File: config.mk
export PLATFORM = sky130hd
export DESIGN_NAME = axis_pattern_gen_check
export DESIGN_NICKNAME = d
export VERILOG_FILES = /design/src/rtl/axis_pattern_gen_check.sv
export SDC_FILE = /design/constraint.sdc
export NUM_CORES = 1
export LEC_CHECK = 0
export BUFFER_PORTS_ARGS = -buffer_cell sky130_fd_sc_hd__buf_2
export CORE_MARGIN = 8
export CORE_UTILIZATION = 35
export CTS_BUF_LIST = sky130_fd_sc_hd__clkbuf_2 sky130_fd_sc_hd__clkbuf_4 sky130_fd_sc_hd__clkbuf_8
export DETAILED_ROUTE_END_ITERATION = 8
export HOLD_SLACK_MARGIN = 0.05
export MAX_ROUTING_LAYER = met4
export SLEW_MARGIN = 30
export SYNTH_ARGS = -nofsm -noshare
export SYNTH_HDL_FRONTEND = slang
export SYNTH_SLANG_ARGS = --single-unit
File: constraint.sdc
create_clock -name aclk -period 3 [get_ports aclk]
set_input_delay 0.3 -clock aclk [delete_from_list [all_inputs] [get_ports aclk]]
set_output_delay 0.3 -clock aclk [all_outputs]
set_load 0.01 [all_outputs]
File: src/rtl/axis_pattern_gen_check.sv
// AXIS counting-pattern generator (m_axis) and self-checking sink (s_axis).
// Ports: aclk/arstn/enable, m_axis_* out, s_axis_* in, pkt_sent/pkt_recv/err_count/err/done status.
module axis_pattern_gen_check #(
  parameter int BUS_WIDTH  = 4,
  parameter int USER_WIDTH = 1,
  parameter int DEST_WIDTH = 1,
  parameter int PKT_BEATS  = 16,
  parameter int TAIL_BYTES = BUS_WIDTH,
  parameter int PKT_COUNT  = 0,
  parameter int RAND_VALID = 0,
  parameter int RAND_READY = 0
) (
  input  logic                   aclk,
  input  logic                   arstn,
  input  logic                   enable,
  output logic                   m_axis_tvalid,
  input  logic                   m_axis_tready,
  output logic [8*BUS_WIDTH-1:0] m_axis_tdata,
  output logic [BUS_WIDTH-1:0]   m_axis_tkeep,
  output logic                   m_axis_tlast,
  output logic [USER_WIDTH-1:0]  m_axis_tuser,
  output logic [DEST_WIDTH-1:0]  m_axis_tdest,
  input  logic                   s_axis_tvalid,
  output logic                   s_axis_tready,
  input  logic [8*BUS_WIDTH-1:0] s_axis_tdata,
  input  logic [BUS_WIDTH-1:0]   s_axis_tkeep,
  input  logic                   s_axis_tlast,
  input  logic [USER_WIDTH-1:0]  s_axis_tuser,
  input  logic [DEST_WIDTH-1:0]  s_axis_tdest,
  output logic [31:0]            pkt_sent,
  output logic [31:0]            pkt_recv,
  output logic [31:0]            err_count,
  output logic                   err,
  output logic                   done
);

  localparam int DW = 8 * BUS_WIDTH;
  localparam logic [31:0] LAST_BEAT = 32'(PKT_BEATS - 1);
  localparam logic [31:0] PKT_TOTAL = 32'(PKT_COUNT);
  localparam logic [BUS_WIDTH-1:0] KEEP_ALL = '1;
  localparam logic [BUS_WIDTH-1:0] KEEP_TAIL =
    KEEP_ALL >> (BUS_WIDTH - TAIL_BYTES);
  localparam logic [0:0] ST_IDLE  = 1'b0;
  localparam logic [0:0] ST_VALID = 1'b1;

  function automatic logic [15:0] lfsr_next(input logic [15:0] s);
    return {s[0] ^ s[2] ^ s[3] ^ s[5], s[15:1]};
  endfunction

  function automatic logic [BUS_WIDTH-1:0] keep_for(input logic [31:0] beat);
    return (beat == LAST_BEAT) ? KEEP_TAIL : KEEP_ALL;
  endfunction

  // Unkept bytes are forced to zero.
  function automatic logic [DW-1:0] beat_data(
    input logic [31:0]          seq,
    input logic [BUS_WIDTH-1:0] keep
  );
    logic [DW-1:0] d;
    logic [31:0]   base;
    d    = '0;
    base = seq * 32'(BUS_WIDTH);
    for (int i = 0; i < BUS_WIDTH; i++) begin
      if (keep[i]) d[8*i +: 8] = 8'(base + 32'(i));
    end
    return d;
  endfunction

  // ---------------- generator ----------------
  logic [0:0]            state_q, state_d;
  logic [31:0]           seq_q, seq_d;
  logic [31:0]           beat_q, beat_d;
  logic [31:0]           pn_q, pn_d;
  logic [31:0]           sent_q, sent_d;
  logic [15:0]           glfsr_q;
  logic [DW-1:0]         tdata_q, tdata_d;
  logic [BUS_WIDTH-1:0]  tkeep_q, tkeep_d;
  logic                  tlast_q, tlast_d;
  logic [USER_WIDTH-1:0] tuser_q, tuser_d;
  logic [DEST_WIDTH-1:0] tdest_q, tdest_d;
  logic                  m_hs, all_sent, go, load;

  always_comb begin
    m_hs   = (state_q == ST_VALID) && m_axis_tready;
    seq_d  = seq_q;
    beat_d = beat_q;
    pn_d   = pn_q;
    sent_d = sent_q;
    if (m_hs) begin
      seq_d = seq_q + 32'd1;
      if (beat_q == LAST_BEAT) begin
        beat_d = '0;
        pn_d   = pn_q + 32'd1;
        sent_d = sent_q + 32'd1;
      end else begin
        beat_d = beat_q + 32'd1;
      end
    end
    // Uses the post-handshake count so the final beat never repeats.
    all_sent = (PKT_COUNT != 0) && (sent_d == PKT_TOTAL);
    go = enable && !all_sent && ((RAND_VALID == 0) || glfsr_q[0]);
    state_d = state_q;
    if (state_q == ST_IDLE) begin
      if (go) state_d = ST_VALID;
    end else if (m_hs) begin
      state_d = go ? ST_VALID : ST_IDLE;
    end
    load    = go && ((state_q == ST_IDLE) || m_hs);
    tkeep_d = keep_for(beat_d);
    tdata_d = beat_data(seq_d, tkeep_d);
    tlast_d = (beat_d == LAST_BEAT);
    tuser_d = pn_d[USER_WIDTH-1:0];
    tdest_d = pn_d[DEST_WIDTH-1:0];
  end

  always_ff @(posedge aclk or negedge arstn) begin
    if (!arstn) begin
      state_q <= ST_IDLE;
      seq_q   <= '0;
      beat_q  <= '0;
      pn_q    <= '0;
      sent_q  <= '0;
      glfsr_q <= 16'hACE1;
      tdata_q <= '0;
      tkeep_q <= '0;
      tlast_q <= 1'b0;
      tuser_q <= '0;
      tdest_q <= '0;
    end else begin
      state_q <= state_d;
      seq_q   <= seq_d;
      beat_q  <= beat_d;
      pn_q    <= pn_d;
      sent_q  <= sent_d;
      glfsr_q <= lfsr_next(glfsr_q);
      if (load) begin
        tdata_q <= tdata_d;
        tkeep_q <= tkeep_d;
        tlast_q <= tlast_d;
        tuser_q <= tuser_d;
        tdest_q <= tdest_d;
      end
    end
  end

  assign m_axis_tvalid = (state_q == ST_VALID);
  assign m_axis_tdata  = tdata_q;
  assign m_axis_tkeep  = tkeep_q;
  assign m_axis_tlast  = tlast_q;
  assign m_axis_tuser  = tuser_q;
  assign m_axis_tdest  = tdest_q;
  assign pkt_sent      = sent_q;

  // ---------------- checker ----------------
  logic [31:0]          eseq_q, eseq_d;
  logic [31:0]          ebeat_q, ebeat_d;
  logic [31:0]          epn_q, epn_d;
  logic [31:0]          recv_q, recv_d;
  logic [31:0]          errc_q, errc_d;
  logic                 err_q, err_d;
  logic                 done_q, done_d;
  logic                 rdy_q, rdy_d;
  logic [15:0]          clfsr_q;
  logic [BUS_WIDTH-1:0] ekeep;
  logic [DW-1:0]        edata, kmask;
  logic                 elast, s_hs, bad, end_pkt;

  always_comb begin
    s_hs  = s_axis_tvalid && rdy_q;
    ekeep = keep_for(ebeat_q);
    edata = beat_data(eseq_q, ekeep);
    elast = (ebeat_q == LAST_BEAT);
    kmask = '0;
    for (int i = 0; i < BUS_WIDTH; i++) begin
      kmask[8*i +: 8] = {8{ekeep[i]}};
    end
    bad = (s_axis_tkeep != ekeep)
       || ((s_axis_tdata & kmask) != edata)
       || (s_axis_tlast != elast)
       || (s_axis_tuser != epn_q[USER_WIDTH-1:0])
       || (s_axis_tdest != epn_q[DEST_WIDTH-1:0]);
    end_pkt = s_axis_tlast || elast;
    eseq_d  = eseq_q;
    ebeat_d = ebeat_q;
    epn_d   = epn_q;
    recv_d  = recv_q;
    errc_d  = errc_q;
    err_d   = err_q;
    if (s_hs) begin
      eseq_d = eseq_q + 32'd1;
      if (end_pkt) begin
        ebeat_d = '0;
        epn_d   = epn_q + 32'd1;
        recv_d  = recv_q + 32'd1;
      end else begin
        ebeat_d = ebeat_q + 32'd1;
      end
      if (bad) begin
        err_d = 1'b1;
        if (errc_q != '1) errc_d = errc_q + 32'd1;
      end
    end
    done_d = (PKT_COUNT != 0) && (recv_d == PKT_TOTAL);
    // Ready freezes once the expected traffic is complete.
    if (done_q) begin
      rdy_d = rdy_q;
    end else begin
      rdy_d = (RAND_READY != 0) ? clfsr_q[0] : 1'b1;
    end
  end

  always_ff @(posedge aclk or negedge arstn) begin
    if (!arstn) begin
      eseq_q  <= '0;
      ebeat_q <= '0;
      epn_q   <= '0;
      recv_q  <= '0;
      errc_q  <= '0;
      err_q   <= 1'b0;
      done_q  <= 1'b0;
      rdy_q   <= 1'b0;
      clfsr_q <= 16'h1D2C;
    end else begin
      eseq_q  <= eseq_d;
      ebeat_q <= ebeat_d;
      epn_q   <= epn_d;
      recv_q  <= recv_d;
      errc_q  <= errc_d;
      err_q   <= err_d;
      done_q  <= done_d;
      rdy_q   <= rdy_d;
      clfsr_q <= lfsr_next(clfsr_q);
    end
  end

  assign s_axis_tready = rdy_q;
  assign pkt_recv      = recv_q;
  assign err_count     = errc_q;
  assign err           = err_q;
  assign done          = done_q;

endmodule

==> metrics.yaml, run 1 <==
arrival_ns: 3.71
vias_per_cell: 4.99
end_kind: "flop"
slew_headroom_pct: 49.9
seq_area_frac_synth_pct: 50.4
power_w: 0.00575
cts_buffer_depth: 2
synthCells: 897
die_w_um: 179
yosys_most_used_dff: "dfrtp_1"
antenna_cells: 0
p_per_area_nw_per_um2: 500
yosysTopAreaCellShare_pct: 50.4
syn2layout_area_growth_pct: 24.5
hold_path_class: "input pin to flop"
setup_viol: 33
synth_cell_types: 60
fin_cells: 1473
irDropWorstVdd_v: 0.000336
grt_pass1_wl_mm: 36.8
path_clk_slew_ns: 0.12
grt.total_usage_pct: 14.7
first_iter_violations: 472
dieHeight_um: 179
final.setup.worst_slack_ns: -0.321
synth-edff-count: 0
dieArea_um2: 31900
first_pass_iters: 5
routabilityCongestion: 0.828
htreeDepth: 4
antenna_found_initial: 0
timing.final.crit_share_pct: 111
use_met1_pct: 19.6
synthTopCellsByArea: "dfrtp_1 50%, xnor2_1 9.2%, xor2_1 6.2%"
fin_crit_ns: 3.32
grt_overflow: 0
vias: 7343
grt_max_degree: 92
synthArstFlopShare_pct: 100
cap_violations: 0
p_leak_nw: 5.72
ys_warn_count: 0
drive_above_1_share_pct: 30.3
finalWirelength_mm: 22.7
finalHoldViolCount: 0
cts_root_buffer: "clkbuf_8"
dp_hpwl_mm: 17.0
start_kind: "flop"
drc_errors: 0
critical_path.max_fanout: 6
outcome: "finished, violations left"
core_area_um2: 26000
failed_checks: "negative setup slack"
met2_usage_pct: 21.9
initial_utilization_pct: 35.6
rsz0062_at_grt: "yes"
cp.required_ns: 3.38
ys_seq_elements: 186
slew_viol_final: 0
ios: 183
final_nets: 1178
synth_area_um2: 9240
antenna_left: 0
tightest_slew_ns: 0.752
skew_ns: 0.0227
rows: 59
wl_per_cell_um: 15.4
clk_latency_ns: 0.46
cts_buffers: 17
yosysTopAreaCell: "dfrtp_1"
dp.cells: 1429
grt_pass1_vias: 7341
port_buffers: 177
synth.avg_cell_area_um2: 10.3
grtUsageMet3_pct: 3.56
dp_slack_ns: -0.484
worstSetupPathType: "flop to flop"
grt-busiest-layer: "met2"
clock.fmax_mhz: 301
cts_tree: "built"
clock_sinks: 186
-- synthesized netlist by cell type, types with 10 or more instances --
| master | count |
|---|---|
| mux2_2 | 10 |
| nor3_1 | 19 |
| nand2_1 | 90 |
| xor2_1 | 65 |
| nor2_1 | 84 |
| nand4_1 | 49 |
| buf_4 | 34 |
| and4_1 | 10 |
| and3_1 | 27 |
| nor4_1 | 16 |
| o21ai_0 | 14 |
| nand3_1 | 57 |
| inv_1 | 20 |
| xnor2_1 | 97 |
| dfrtp_1 | 186 |
| clkbuf_1 | 11 |
-- routing by layer --
metal  wire length [µm]  up-vias
met5                  0        -
met4                306        0
met3               1630       15
met2              10000      214
met1              10800     3589
li1                   -     3525
-- state kept, by name, indices dropped and copies added, names as in the netlist --
| register | flops |
|---|---|
| beat_q | 32 |
| ebeat_q | 32 |
| epn_q | 1 |
| err | 1 |
| err_count | 32 |
| eseq_q | 6 |
| m_axis_tdata | 7 |
| m_axis_tdest | 1 |
| m_axis_tlast | 1 |
| m_axis_tvalid | 1 |
| pkt_recv | 32 |
| pkt_sent | 32 |
| pn_q | 1 |
| s_axis_tready | 1 |
| seq_q | 6 |
-- repair_timing --
| item | CTS | global route |
|---|---|---|
| endpoints found under the hold margin | 88 | 0 |
| pin swaps | 11 | 21 |
| cloned | 0 | 2 |
| buffers inserted | 3 | 6 |
| resized for setup | 10 | 28 |
| hold buffers | 2 | 0 |
| endpoints found under the setup margin | 36 | 45 |
-- worst paths after layout --
check,start,to,slack (ns),cells after the start
hold reg to reg,pn_q[0]$_DFF_PN0_,pn_q[0]$_DFF_PN0_,0.47,1
hold / removal,s_axis_tvalid,eseq_q[0]$_DFFE_PN0P_,0.27,3
setup reg to reg,ebeat_q[12]$_DFFE_PN0P_,err_count[4]$_DFFE_PN0P_,-0.32,14
max in group asynchronous,arstn,pkt_sent[4]$_DFFE_PN0P_,1.81,3
setup / recovery,ebeat_q[12]$_DFFE_PN0P_,err_count[4]$_DFFE_PN0P_,-0.32,14
min in group asynchronous,arstn,pkt_recv[13]$_DFFE_PN0P_,0.47,2
-- power by group --
group | total (W) | internal [W] | switching, W
Clock | 0.00171 | 0.000694 | 0.00102
Sequential | 0.00301 | 0.00273 | 0.000277
Combinational | 0.00103 | 0.000493 | 0.000535
-- cells in the final DEF (no fill, tap or decap), types with 20 or more instances in the layout --
master | netlist | layout
buf_4 | 34 | 68
and3_1 | 27 | 27
nor2_1 | 84 | 79
inv_1 | 20 | 20
nand4_1 | 49 | 49
nand3_1 | 57 | 53
xnor2_1 | 97 | 94
xor2_1 | 65 | 65
nand2_1 | 90 | 86
buf_2 | 4 | 176
dfrtp_1 | 186 | 185
-- final cells by class --
| cell class | instances | area [µm²] |
|---|---|---|
| Clock buffer | 17 | 234 |
| Clock inverter | 14 | 159 |
| Fill cell | 2521 | 14500 |
| Inverter | 20 | 75.1 |
| Multi-Input combinational cell | 647 | 4420 |
| Sequential cell | 186 | 4660 |
| Tap cell | 335 | 419 |
| Timing Repair Buffer | 254 | 1540 |
-- worst max-delay path: stages (launching register included) --
cell and delay (ns):
dfrtp_1 0.39, or4_4 0.53, or4_4 0.50, ha_4 0.23, nor4bb_4 0.28, buf_4 0.15
o2111a_1 0.17, nand4_1 0.13, o31ai_4 0.21, buf_6 0.16, buf_6 0.10, nor2_4 0.04
buf_12 0.13, nand4_1 0.09, xnor2_1 0.13
-- metrics by stage --
| stage | TNS [ns] | utilization [%] | hold WS [ns] | instance area, µm² |
|---|---|---|---|---|
| 2_1_floorplan | -0.714 | - | 0.00441 | 9300 |
| 3_3_place_gp | -11.66 | 41.7 | 0.439 | 10800 |
| 3_5_place_dp | -14.04 | 41.7 | 0.438 | 10800 |
| 4_1_cts | -12.10 | 43.5 | 0.219 | 11300 |
| 5_1_grt | -12.93 | 44.3 | 0.288 | 11500 |
| 6_report | -8.20 | 44.3 | 0.273 | 11500 |
-- cells by family after synthesis --
kind of cell	after synthesis	synth area share (%)
adders and majority gates	8	1.08
DFF	186	50.4
and+or+nand+nor	416	24.3
other	2	0.0812
buffers and inverters	69	4.24
muxes	15	1.77
AOI/OAI and AO/OA	39	2.84
xor gates and xnor gates	162	15.3
(Power assumes the default switching activity.)
==> run 2, diff against run 1 <==
Settings changed: PLACE_DENSITY from default to 0.66.
==> run 2 against run 1 <==
Effect of this change:
- the flow still finishes with violations (negative setup slack)
- maximum frequency increased by 0.60%
- sequential power about the same
- worst hold slack got worse by 0.057 ns
- first-iteration DRC count decreased by 4.4%
- flip-flop and latch count unchanged
- count of clock-buffer cells in the layout increased by 1
- die area unchanged
- cell area decreased by 1.1%
- critical path type unchanged
==> metrics.yaml, run 2 (same netlist as run 1, synthesis figures left out) <==
antenna_cells: 0
vias: 7222
layout_commonest_cell: "dfrtp_1"
final_nets: 1171
rsz0062_at_grt: "yes"
timing.final.crit_share_pct: 110
setup_viol: 32
critical_path.max_fanout: 6
grt_max_degree: 72
cts_buffer_depth: 2
first_iter_violations: 451
drc_errors: 0
first_pass_iters: 7
htreeDepth: 4
irDropWorstVdd_v: 0.000408
grt_overflow: 0
rows: 59
cts_buffers: 17
slowest_delay_ns: 0.52
slew_viol_final: 0
cap_violations: 0
tightest_slew_ns: 0.529
finalWirelength_mm: 21.8
p_per_area_nw_per_um2: 506
routabilityCongestion: 0.851
arrival_ns: 3.66
worstSetupPathType: "flop to flop"
dieHeight_um: 179
core_area_um2: 26000
start_kind: "flop"
initial_utilization_pct: 35.6
failed_checks: "negative setup slack"
setup_tns_ns: -8.11
antenna_left: 0
ios: 183
end_kind: "flop"
fillers: 2490
clk_latency_ns: 0.47
die_w_um: 179
cp_slowest_cell: "or4_1"
vias_per_cell: 4.92
dieArea_um2: 31900
holdWs_ns: 0.217
grt.total_usage_pct: 14.2
dp_hpwl_mm: 16.5
cts_root_buffer: "clkbuf_8"
clock.fmax_mhz: 303
grt_pass1_wl_mm: 35.8
finalHoldViolCount: 0
port_buffers: 177
skew_ns: 0.0249
p_leak_nw: 5.65
wl_per_cell_um: 14.9
cp.required_ns: 3.35
slew_headroom_pct: 64.4
grt_pass1_vias: 7218
syn2layout_area_growth_pct: 23.1
antenna_found_initial: 0
cts_tree: "built"
outcome: "finished, violations left"
hold_path_class: "input pin to flop"
clock_sinks: 186
final.setup.worst_slack_ns: -0.302
final_cell_mix: "186 x dfrtp_1, 176 x buf_2, 95 x xnor2_1"
drive_above_1_share_pct: 29.2
path_clk_slew_ns: 0.11
path_cells: "or4_1 -> or4_4 -> ha_4 -> nor4bb_4 -> o2111a_1 -> nand4_1 -> o31ai_4 -> buf_6 -> nor2_4 -> mux2_4"
fin_crit_ns: 3.30
-- run 2: cell count changes in the layout (fill, tap and decap cells not counted), sizes merged --
| cell | before | now |
|---|---|---|
| clkinv | 2 | 4 |
| clkinvlp | 4 | 0 |
| inv | 27 | 30 |
| buf | 250 | 245 |
| or3 | 7 | 6 |
| bufinv | 1 | 0 |
-- run 2: metal layers --
metal  vias up  global-route usage (%)  wire [µm]
met5         -                       -          0
met4         0                    3.31        172
met3         8                    2.96       1270
met2       194                    21.6       9840
met1      3503                    19.2      10600
li1       3517                       -          -
-- run 2: per-stage QoR --
stage | instance area, µm² | setup WS (ns) | total power [W] | util (%) | instances
detailed placement | 10800 | -0.525 | 0.00408 | 41.5 | 1427
finish | 11400 | -0.302 | 0.00575 | 43.8 | 1467
CTS | 11300 | -0.353 | 0.00582 | 43.3 | 1461
global route | 11400 | -0.457 | 0.00611 | 43.8 | 1467
floorplan | 9300 | -0.0559 | 0.00373 | - | 901
global placement | 10800 | -0.503 | 0.00405 | 41.5 | 1427
-- run 2: where the power goes --
group | internal (W) | total [W] | switching [W]
combinational | 0.000500 | 0.00106 | 0.000557
clock | 0.000654 | 0.00170 | 0.00105
sequential | 0.00273 | 0.00300 | 0.000267
-- run 2: what timing repair did --
item,CTS,global route
hold buffers,2,0
pin swaps,7,9
hold endpoints to repair,56,0
setup endpoints to repair,37,48
cloned,0,0
resized for setup,8,16
setup buffers,1,6
-- run 2: layout make-up --
type                            instances  area [µm²]  share of cell area, %
Clock buffer                           18         241                   2.12
Tap cell                              335         419                   3.68
Sequential cell                       186        4650                   40.9
Inverter                               20        75.1                  0.660
Multi-Input combinational cell        646        4350                   38.3
Timing Repair Buffer                  248        1470                   12.9
Clock inverter                         14         165                   1.45
-- run 2: worst max-delay path, delay by kind of cell, from the launching register on --
kind	cells	cell delay, ns
buffers and inverters	1	0.17
adders and majority gates	1	0.26
and+or+nand+nor	5	1.55
AOI/OAI and AO/OA	2	0.53
muxes	1	0.30
DFF	1	0.39
-- run 2: final timing paths --
kind | to | slack, ns | cells after the start | startpoint
max in group asynchronous | pkt_sent[15]$_DFFE_PN0P_ | 1.90 | 3 | arstn
max reg2reg | err_count[1]$_DFFE_PN0P_ | -0.30 | 10 | ebeat_q[10]$_DFFE_PN0P_
min reg2reg | pn_q[0]$_DFF_PN0_ | 0.47 | 1 | pn_q[0]$_DFF_PN0_
min in group asynchronous | m_axis_tdata[30]$_DFFE_PN0P_ | 0.36 | 2 | arstn
max | err_count[1]$_DFFE_PN0P_ | -0.30 | 10 | ebeat_q[10]$_DFFE_PN0P_
min | m_axis_tvalid$_DFF_PN0_ | 0.22 | 3 | m_axis_tready
